### config.mk
export PLATFORM = sky130hd
export DESIGN_NAME = bsg_manycore_wh_dma_initiator
export DESIGN_NICKNAME = d
export VERILOG_FILES = /design/src/rtl/bsg_manycore_pkg.sv /design/src/rtl/bsg_counter_up_down.sv /design/src/rtl/bsg_manycore_wh_dma_initiator.sv
export SDC_FILE = /design/constraint.sdc
export NUM_CORES = 1
export LEC_CHECK = 0
export CORE_MARGIN = 5
export CORE_UTILIZATION = 32
export DETAILED_ROUTE_END_ITERATION = 10
export GPL_TIMING_DRIVEN = 0
export PLACE_DENSITY = 0.77
export REMOVE_ABC_BUFFERS = 1
export SYNTH_ARGS = -nofsm -noshare
export SYNTH_HDL_FRONTEND = slang
export SYNTH_HIERARCHICAL = 1
export SYNTH_SLANG_ARGS = --single-unit
### constraint.sdc
create_clock -name clk_i -period 2.55 [get_ports clk_i]
set_clock_uncertainty 0.2 [all_clocks]
set_input_delay 0.51 -clock clk_i [delete_from_list [all_inputs] [get_ports clk_i]]
set_output_delay 0.51 -clock clk_i [all_outputs]
set_load 0.1 [all_outputs]
### src/rtl/bsg_manycore_pkg.sv
// Shared manycore wormhole definitions: header flit layout and DMA initiator state encodings.
package bsg_manycore_pkg;

  localparam int wh_flit_width_gp = 32;
  localparam int wh_cord_width_gp = 7;
  localparam int wh_len_width_gp  = 4;
  localparam int wh_cid_width_gp  = 1;
  localparam int wh_hdr_pad_width_gp = wh_flit_width_gp - 2*wh_cord_width_gp
                                       - wh_len_width_gp - 2*wh_cid_width_gp - 1;

  // Wormhole DMA header, declared MSB first so dest_cord lands in the LSBs.
  typedef struct packed {
    logic [wh_hdr_pad_width_gp-1:0] pad;
    logic [wh_cid_width_gp-1:0]     src_cid;
    logic [wh_cord_width_gp-1:0]    src_cord;
    logic                           write;
    logic [wh_cid_width_gp-1:0]     dest_cid;
    logic [wh_len_width_gp-1:0]     len;
    logic [wh_cord_width_gp-1:0]    dest_cord;
  } wh_dma_header_s;

  typedef enum logic [1:0] {
    e_tx_idle,
    e_tx_hdr,
    e_tx_addr,
    e_tx_data
  } tx_state_e;

  typedef enum logic {
    e_rx_hdr,
    e_rx_data
  } rx_state_e;

endpackage

### src/rtl/bsg_counter_up_down.sv
// Saturation-free up/down counter; simultaneous up and down leave the count unchanged.
module bsg_counter_up_down #(
  parameter int max_val_p  = 4,
  parameter int init_val_p = 0,
  parameter int max_step_p = 1,
  localparam int ptr_width_lp  = $clog2(max_val_p + 1),
  localparam int step_width_lp = $clog2(max_step_p + 1)
) (
  input  logic                     clk_i,
  input  logic                     reset_i,
  input  logic [step_width_lp-1:0] up_i,
  input  logic [step_width_lp-1:0] down_i,
  output logic [ptr_width_lp-1:0]  count_o
);

  // Count register with synchronous active-high reset.
  always_ff @(posedge clk_i) begin
    if (reset_i)
      count_o <= ptr_width_lp'(init_val_p);
    else
      count_o <= count_o - ptr_width_lp'(down_i) + ptr_width_lp'(up_i);
  end

endmodule

### src/rtl/bsg_manycore_wh_dma_initiator.sv
// Wormhole DMA initiator: turns block read/write requests into wormhole packets
// and streams read responses back, with a bounded number of outstanding reads.
module bsg_manycore_wh_dma_initiator
  import bsg_manycore_pkg::*;
#(
  parameter int wh_flit_width_p       = 32,
  parameter int wh_cord_width_p       = 7,
  parameter int wh_len_width_p        = 4,
  parameter int wh_cid_width_p        = 1,
  parameter int addr_width_p          = 32,
  parameter int block_size_in_words_p = 8,
  parameter int max_outstanding_p     = 4
) (
  input  logic                       clk_i,
  input  logic                       reset_n_i,
  input  logic [wh_cord_width_p-1:0] my_cord_i,
  input  logic [wh_cid_width_p-1:0]  my_cid_i,
  input  logic [wh_cord_width_p-1:0] dest_cord_i,
  input  logic                       dma_pkt_v_i,
  output logic                       dma_pkt_ready_and_o,
  input  logic                       dma_pkt_write_i,
  input  logic [addr_width_p-1:0]    dma_pkt_addr_i,
  input  logic [wh_flit_width_p-1:0] dma_data_i,
  input  logic                       dma_data_v_i,
  output logic                       dma_data_yumi_o,
  output logic [wh_flit_width_p-1:0] dma_data_o,
  output logic                       dma_data_v_o,
  input  logic                       dma_data_ready_and_i,
  output logic [wh_flit_width_p-1:0] wh_data_o,
  output logic                       wh_v_o,
  input  logic                       wh_ready_and_i,
  input  logic [wh_flit_width_p-1:0] wh_data_i,
  input  logic                       wh_v_i,
  output logic                       wh_ready_and_o
);

  localparam int word_cnt_width_lp = $clog2(block_size_in_words_p);
  localparam int out_cnt_width_lp  = $clog2(max_outstanding_p + 1);
  localparam logic [word_cnt_width_lp-1:0] last_word_lp = word_cnt_width_lp'(block_size_in_words_p - 1);
  localparam logic [out_cnt_width_lp-1:0]  max_out_lp   = out_cnt_width_lp'(max_outstanding_p);
  localparam logic [wh_len_width_p-1:0]    write_len_lp = wh_len_width_p'(block_size_in_words_p + 1);
  localparam logic [wh_len_width_p-1:0]    read_len_lp  = wh_len_width_p'(1);
  localparam logic [wh_len_width_p-1:0]    rsp_len_lp   = wh_len_width_p'(block_size_in_words_p);

  // ---------------------------------------------------------------- TX side
  tx_state_e tx_state_r, tx_state_n;
  logic                         write_r;
  logic [addr_width_p-1:0]      addr_r;
  logic [wh_cord_width_p-1:0]   dest_r;
  logic [word_cnt_width_lp-1:0] word_cnt_r;
  logic [out_cnt_width_lp-1:0]  out_cnt;
  wh_dma_header_s               tx_header;
  logic tx_v, tx_yumi, pkt_ready, pkt_hs, read_sent;

  // Header flit assembled from the latched request and this tile's identity.
  always_comb begin
    tx_header           = '0;
    tx_header.dest_cord = dest_r;
    tx_header.len       = write_r ? write_len_lp : read_len_lp;
    tx_header.dest_cid  = '0;
    tx_header.write     = write_r;
    tx_header.src_cord  = my_cord_i;
    tx_header.src_cid   = my_cid_i;
  end

  // TX next-state and flit mux.
  always_comb begin
    // NOTE: every output gets a default first, so no path leaves a variable unassigned and no latch is inferred.
    tx_state_n = tx_state_r;
    tx_v       = 1'b0;
    tx_yumi    = 1'b0;
    pkt_ready  = 1'b0;
    wh_data_o  = '0;
    unique case (tx_state_r)
      e_tx_idle: begin
        pkt_ready = dma_pkt_write_i | (out_cnt != max_out_lp);
        if (dma_pkt_v_i && pkt_ready) tx_state_n = e_tx_hdr;
      end
      e_tx_hdr: begin
        tx_v      = 1'b1;
        wh_data_o = tx_header;
        if (wh_ready_and_i) tx_state_n = e_tx_addr;
      end
      e_tx_addr: begin
        tx_v      = 1'b1;
        wh_data_o = wh_flit_width_p'(addr_r);
        if (wh_ready_and_i) tx_state_n = write_r ? e_tx_data : e_tx_idle;
      end
      e_tx_data: begin
        tx_v      = dma_data_v_i;
        wh_data_o = dma_data_i;
        tx_yumi   = dma_data_v_i & wh_ready_and_i;
        if (tx_yumi && (word_cnt_r == last_word_lp)) tx_state_n = e_tx_idle;
      end
      default: tx_state_n = e_tx_idle;
    endcase
  end

  // Handshake outputs are forced low while reset is held.
  assign dma_pkt_ready_and_o = reset_n_i & pkt_ready;
  assign wh_v_o              = reset_n_i & tx_v;
  assign dma_data_yumi_o     = reset_n_i & tx_yumi;
  assign pkt_hs              = dma_pkt_v_i & dma_pkt_ready_and_o;
  assign read_sent           = reset_n_i & (tx_state_r == e_tx_addr) & wh_ready_and_i & ~write_r;

  // TX state register and data word counter.
  always_ff @(posedge clk_i) begin
    if (!reset_n_i) begin
      tx_state_r <= e_tx_idle;
      word_cnt_r <= '0;
    end else begin
      // NOTE: sequential state uses non-blocking assignments so every register samples pre-edge values.
      tx_state_r <= tx_state_n;
      if (dma_data_yumi_o)
        word_cnt_r <= (word_cnt_r == last_word_lp) ? '0 : word_cnt_r + word_cnt_width_lp'(1);
    end
  end

  // Request capture on the IDLE handshake.
  always_ff @(posedge clk_i) begin
    // NOTE: these are pure datapath holding registers, only read after a handshake loads them, so they carry no reset.
    if (pkt_hs) begin
      write_r <= dma_pkt_write_i;
      addr_r  <= dma_pkt_addr_i;
      dest_r  <= dest_cord_i;
    end
  end

  // ---------------------------------------------------------------- RX side
  rx_state_e rx_state_r, rx_state_n;
  logic [wh_len_width_p-1:0] len_cnt_r;
  wh_dma_header_s            rx_header;
  logic rx_v, rx_last, unused_rx_hdr_bits;

  assign rx_header          = wh_dma_header_s'(wh_data_i);
  assign unused_rx_hdr_bits = ^{rx_header.pad, rx_header.src_cid, rx_header.src_cord,
                                rx_header.write, rx_header.dest_cid, rx_header.dest_cord};

  // RX next-state: header beat is swallowed, data beats pass straight through.
  always_comb begin
    rx_state_n     = rx_state_r;
    wh_ready_and_o = 1'b0;
    rx_v           = 1'b0;
    rx_last        = 1'b0;
    unique case (rx_state_r)
      e_rx_hdr: begin
        wh_ready_and_o = 1'b1;
        if (wh_v_i) rx_state_n = e_rx_data;
      end
      e_rx_data: begin
        rx_v           = wh_v_i;
        wh_ready_and_o = dma_data_ready_and_i;
        if (wh_v_i && dma_data_ready_and_i && (len_cnt_r == wh_len_width_p'(1))) begin
          rx_last    = 1'b1;
          rx_state_n = e_rx_hdr;
        end
      end
      default: rx_state_n = e_rx_hdr;
    endcase
  end

  assign dma_data_o   = wh_data_i;
  assign dma_data_v_o = reset_n_i & rx_v;

  // RX state register and remaining-length counter.
  always_ff @(posedge clk_i) begin
    if (!reset_n_i) begin
      rx_state_r <= e_rx_hdr;
      len_cnt_r  <= '0;
    end else begin
      rx_state_r <= rx_state_n;
      if (rx_state_r == e_rx_hdr && wh_v_i)
        len_cnt_r <= rx_header.len;
      else if (rx_state_r == e_rx_data && wh_v_i && dma_data_ready_and_i)
        len_cnt_r <= len_cnt_r - wh_len_width_p'(1);
    end
  end

  // Outstanding reads: up when a read address flit leaves, down when its response ends.
  bsg_counter_up_down #(
    .max_val_p (max_outstanding_p),
    .init_val_p(0),
    .max_step_p(1)
  ) out_counter (
    .clk_i  (clk_i),
    .reset_i(~reset_n_i),
    .up_i   (read_sent),
    .down_i (rx_last),
    .count_o(out_cnt)
  );

`ifndef SYNTHESIS
  // Responses must be full blocks and must match an outstanding read.
  always_ff @(posedge clk_i) begin
    if (reset_n_i && rx_state_r == e_rx_hdr && wh_v_i) begin
      assert (rx_header.len == rsp_len_lp)
        else $error("response header length %0d is not a full block", rx_header.len);
      assert (out_cnt != '0)
        else $error("response received with no outstanding read");
    end
  end
`endif

endmodule
==> run summary <==
The synthesized area per cell came out at 11.1 um2. The growth of design area from synthesis to finish came out at 51.3%. Cell internal power was estimated by the tool at 2110 uW. Of the total synthesized cell area, the portion taken by XOR and XNOR cells is 0.00820. The floorplan row count is 33. The kind of cell with the highest combined delay along the critical path is buffers and inverters. The via count of the first global-routing pass came out at 2,463. The critical path goes through clkdlybuf4s50_1 -> clkdlybuf4s15_1. The largest vdd supply drop came out at 571 uV.

The share of synthesized cell area in and, or, nand and nor gates came out at 0.113. The number of nets with antenna violations after routing is 0. The hold violation total from the final report is 0. The full die area came out at 10,500 um2. The cell at the root of the clock tree is sky130_fd_sc_hd__clkbuf_8.

The hold-fix buffer count after cts came out at 0. The wire length of the first global-routing pass is 13,700 um. The worst setup path is captured at an output pin.

Across every metal layer, demand over resource in global routing totals 0.175. The portion of the post-synthesis area used by sequential elements is 0.532. The number of antenna diodes came out at 0. Of the total power, the clock network draws 0.169. The slew at the pin with the worst max-slew slack is 979 ps. The sort of element at the start of the critical path is an input port.

The max-capacitance violation count came out at 0. The analysis attributes to cell leakage a power of 0.00154 uW. The critical path in this run is classified as input port to output pin. The switching portion of total power came out at 0.465. Once detailed placement completed, the half-perimeter wirelength came to 6420 um. The final standard cell count with taps included and fillers excluded is 449. The initial core utilization is 0.331.

The height of the die came out at 103 um. The residual DRC count is 0. From left edge to right edge, the die measures 103 um. The number of antenna violations at the first check in global routing is 0.

At the end of the flow the core is filled with cells to 0.501. The number of detailed-routing iterations run before antenna repair is 7. The final estimated routing congestion in global placement is 0.713.

The share of total power in combinational logic came out at 0.548. The number of ports placed on the die boundary came out at 188. The number of buffers and inverters on the critical path is 2. The portion of synthesized area spent on multiplexers is 0. The peak fanout along the critical path is 2. The total net switching power is 1840 uW. The number of pins exceeding their max-slew limit in the final report came to 0. Timing would allow up to 0.396 GHz. The largest incremental delay on the critical path came out at 830 ps. The clock-pin slew of the registers on the worst-case setup and hold paths came out at 100 ps. Clock tree synthesis inserted a total of 5 buffers. The synthesized design contains 53 register bits. The portion of the clock cycle consumed by the worst path in the final layout is 0.991. Data on the critical path arrives at its endpoint at 1820 ps.

The total number of vias is 2,320. The overall routed net length came out at 9200 um. The Yosys warning count is 6. Among all stages on the critical path, the largest delay is contributed by sky130_fd_sc_hd__clkdlybuf4s15_1. The cell count after synthesis is 248. After detailed routing, the number of vias per cell comes to 5.17. Of the cells placed in the final design, the portion with a size suffix greater than 1 is 0.203. The final critical delay including setup and external delays is 2530 ps. The fraction of the mapped netlist area in adder cells came out at 0.0574. The complex-gate fraction of the synthesized area is 0.165. The data required time at the worst endpoint came out at 1840 ps. After synthesis, the largest family of logic cells by area is compound AO/OA/AOI/OAI gates. The number of H-tree levels came out at 2. In this run the power density over the cells is 951 nW/um2. The port buffer count came out at 131.

For this run the aggregate overflow at the end of global routing stands at 0. The core region is 8300 um2. Setup repair after global routing could not meet its margin everywhere. The number of unique standard cell types used by synthesis came out at 36. Of the total power, registers draw 0.283. The flow ran to the end, and the final reports show no timing, DRC or antenna violations. The type of the worst min-delay path is input port to flop.

The worst slew margin relative to its limit came out at 0.348. The violation count after the first detailed-routing iteration came out at 142. The clock insertion delay at the later pin of the skew report is 300 ps.

The CTS sink count came out at 53. TritonCTS built the clock tree. The number of endpoints failing setup at the final stage came out at 0. The average detailed-routed wire length per instance is 20.5 um. The largest net degree at the start of global routing came out at 41. The mapped cell area came out at 2750 um2.

The number of placed cells counting well taps came out at 435. In the final design database the tool counted 474 nets. The maximum clock path buffer count is 2.
## kinds of logic after synthesis
family,Yosys count
AOI/OAI and AO/OA,56
and+or+nand+nor,67
adders and majority gates,12
DFF,53
buffers and inverters,59
xor gates and xnor gates,1
## cells in the mapped netlist (all sizes together)
cell type / number / area (um2)
fa: 1 / 20.0
a21boi: 1 / 7.51
clkbuf: 17 / 63.8
and2: 2 / 12.5
inv: 10 / 37.5
xnor3: 1 / 22.5
a41o: 1 / 10.0
nand2: 11 / 41.3
a222oi: 17 / 170
edfxtp: 40 / 1200
o21ai: 7 / 35.0
buf: 32 / 240
a311oi: 2 / 23.8
dfxtp: 13 / 260
and4: 1 / 8.76
nor2: 37 / 139
nand3b: 1 / 7.51
o22ai: 2 / 12.5
o21ba: 1 / 10.0
and4b: 1 / 10.0
o21a: 1 / 7.51
or4b: 1 / 13.8
a21oi: 6 / 30.0
a21bo: 1 / 16.3
nand3: 2 / 10.0
nor2b: 2 / 12.5
ha: 11 / 138
nor3: 3 / 15.0
and3: 2 / 13.8
nand2b: 3 / 18.8
a22oi: 15 / 113
nand4: 1 / 6.26
a221oi: 2 / 17.5
## sequential cells by signal, summed over array words and instances (netlist names)
signal               count
addr_r                  32
len_cnt_r                4
word_cnt_r               3
tx_state_r               2
rx_state_r               1
write_r                  1
out_counter/count_o      3
dest_r                   7
## what timing repair did
action,CTS,global route
setup buffers,5,1
resized for setup,240,23
setup endpoints to repair,46,32
pin swaps,3,10
## through the flow
stage	TNS, ps	hold WS (ps)	total power (uW)	worst slack [ps]	cell area [um2]
2_1_floorplan	-38070	240	2500	-1410	2440
3_3_place_gp	-84000	252	3080	-1360	3880
3_5_place_dp	-61550	283	3090	-1370	3880
4_1_cts	0	299	3910	0.558	4080
5_1_grt	-60.4	244	4130	-17.2	4150
6_report	0	251	3950	21.8	4150
## placed cells by master, fill, tap and decap left out, types with 8 or more instances in the layout
master | Yosys | routed
sky130_fd_sc_hd__a222oi_1 | 17 | 17
sky130_fd_sc_hd__a22oi_1 | 15 | 15
sky130_fd_sc_hd__buf_4 | 32 | 13
sky130_fd_sc_hd__buf_6 | 0 | 13
sky130_fd_sc_hd__clkdlybuf4s50_1 | 0 | 86
sky130_fd_sc_hd__dfxtp_1 | 13 | 9
sky130_fd_sc_hd__edfxtp_1 | 40 | 40
sky130_fd_sc_hd__inv_1 | 10 | 8
sky130_fd_sc_hd__nand2_1 | 11 | 11
sky130_fd_sc_hd__nor2_1 | 37 | 37
## metal layers
layer / vias up / track usage / wire length, um
met1: 1107 / 0.211 / 3720
met3: 7 / 0.100 / 1130
met5: - / 0.0577 / 77
met2: 126 / 0.270 / 4220
li1: 1078 / - / -
met4: 2 / 0.0303 / 62
## layout make-up
type	count	area, um2
Clock inverter	3	65.1
Tap cell	105	131
Clock buffer	5	68.8
Timing Repair Buffer	137	1370
Inverter	10	40.0
Multi-Input combinational cell	136	1010
Fill cell	745	4150
Sequential cell	53	1470
## worst paths after layout
check / from / endpoint / slack (ps) / depth (start not counted)
setup / recovery: wh_data_i[8] / dma_data_o[8] / 20 / 2
hold / removal: dma_pkt_write_i / write_r$_DFFE_PP_ / 250 / 1
setup reg to reg: len_cnt_r[1]$_SDFFE_PN0P_ / out_counter/count_o[2]$_SDFF_PP0_ / 140 / 11
hold reg to reg: word_cnt_r[0]$_SDFFE_PN0P_ / word_cnt_r[0]$_SDFFE_PN0P_ / 290 / 2
## worst register-to-register path, stage by stage (launching register included)
cell and delay, ps:
sky130_fd_sc_hd__dfxtp_1 320, sky130_fd_sc_hd__inv_1 90, sky130_fd_sc_hd__ha_1 160, sky130_fd_sc_hd__nand4_1 90, sky130_fd_sc_hd__nor3_2 170, sky130_fd_sc_hd__ha_1 260
sky130_fd_sc_hd__inv_1 60, sky130_fd_sc_hd__ha_1 130, sky130_fd_sc_hd__inv_1 50, sky130_fd_sc_hd__fa_1 360, sky130_fd_sc_hd__xnor3_1 380, sky130_fd_sc_hd__nor2_1 50
## power groups by stage
stage / sequential (uW) / combinational [uW] / clock [uW]
after CTS: 1120 / 2100 / 688
after global routing: 1130 / 2280 / 721
final: 1120 / 2160 / 668
after global placement: 1110 / 1960 / 0
after detailed placement: 1120 / 1980 / 0
after floorplan: 1100 / 1390 / 0
Power figures use the tool's default switching activity.
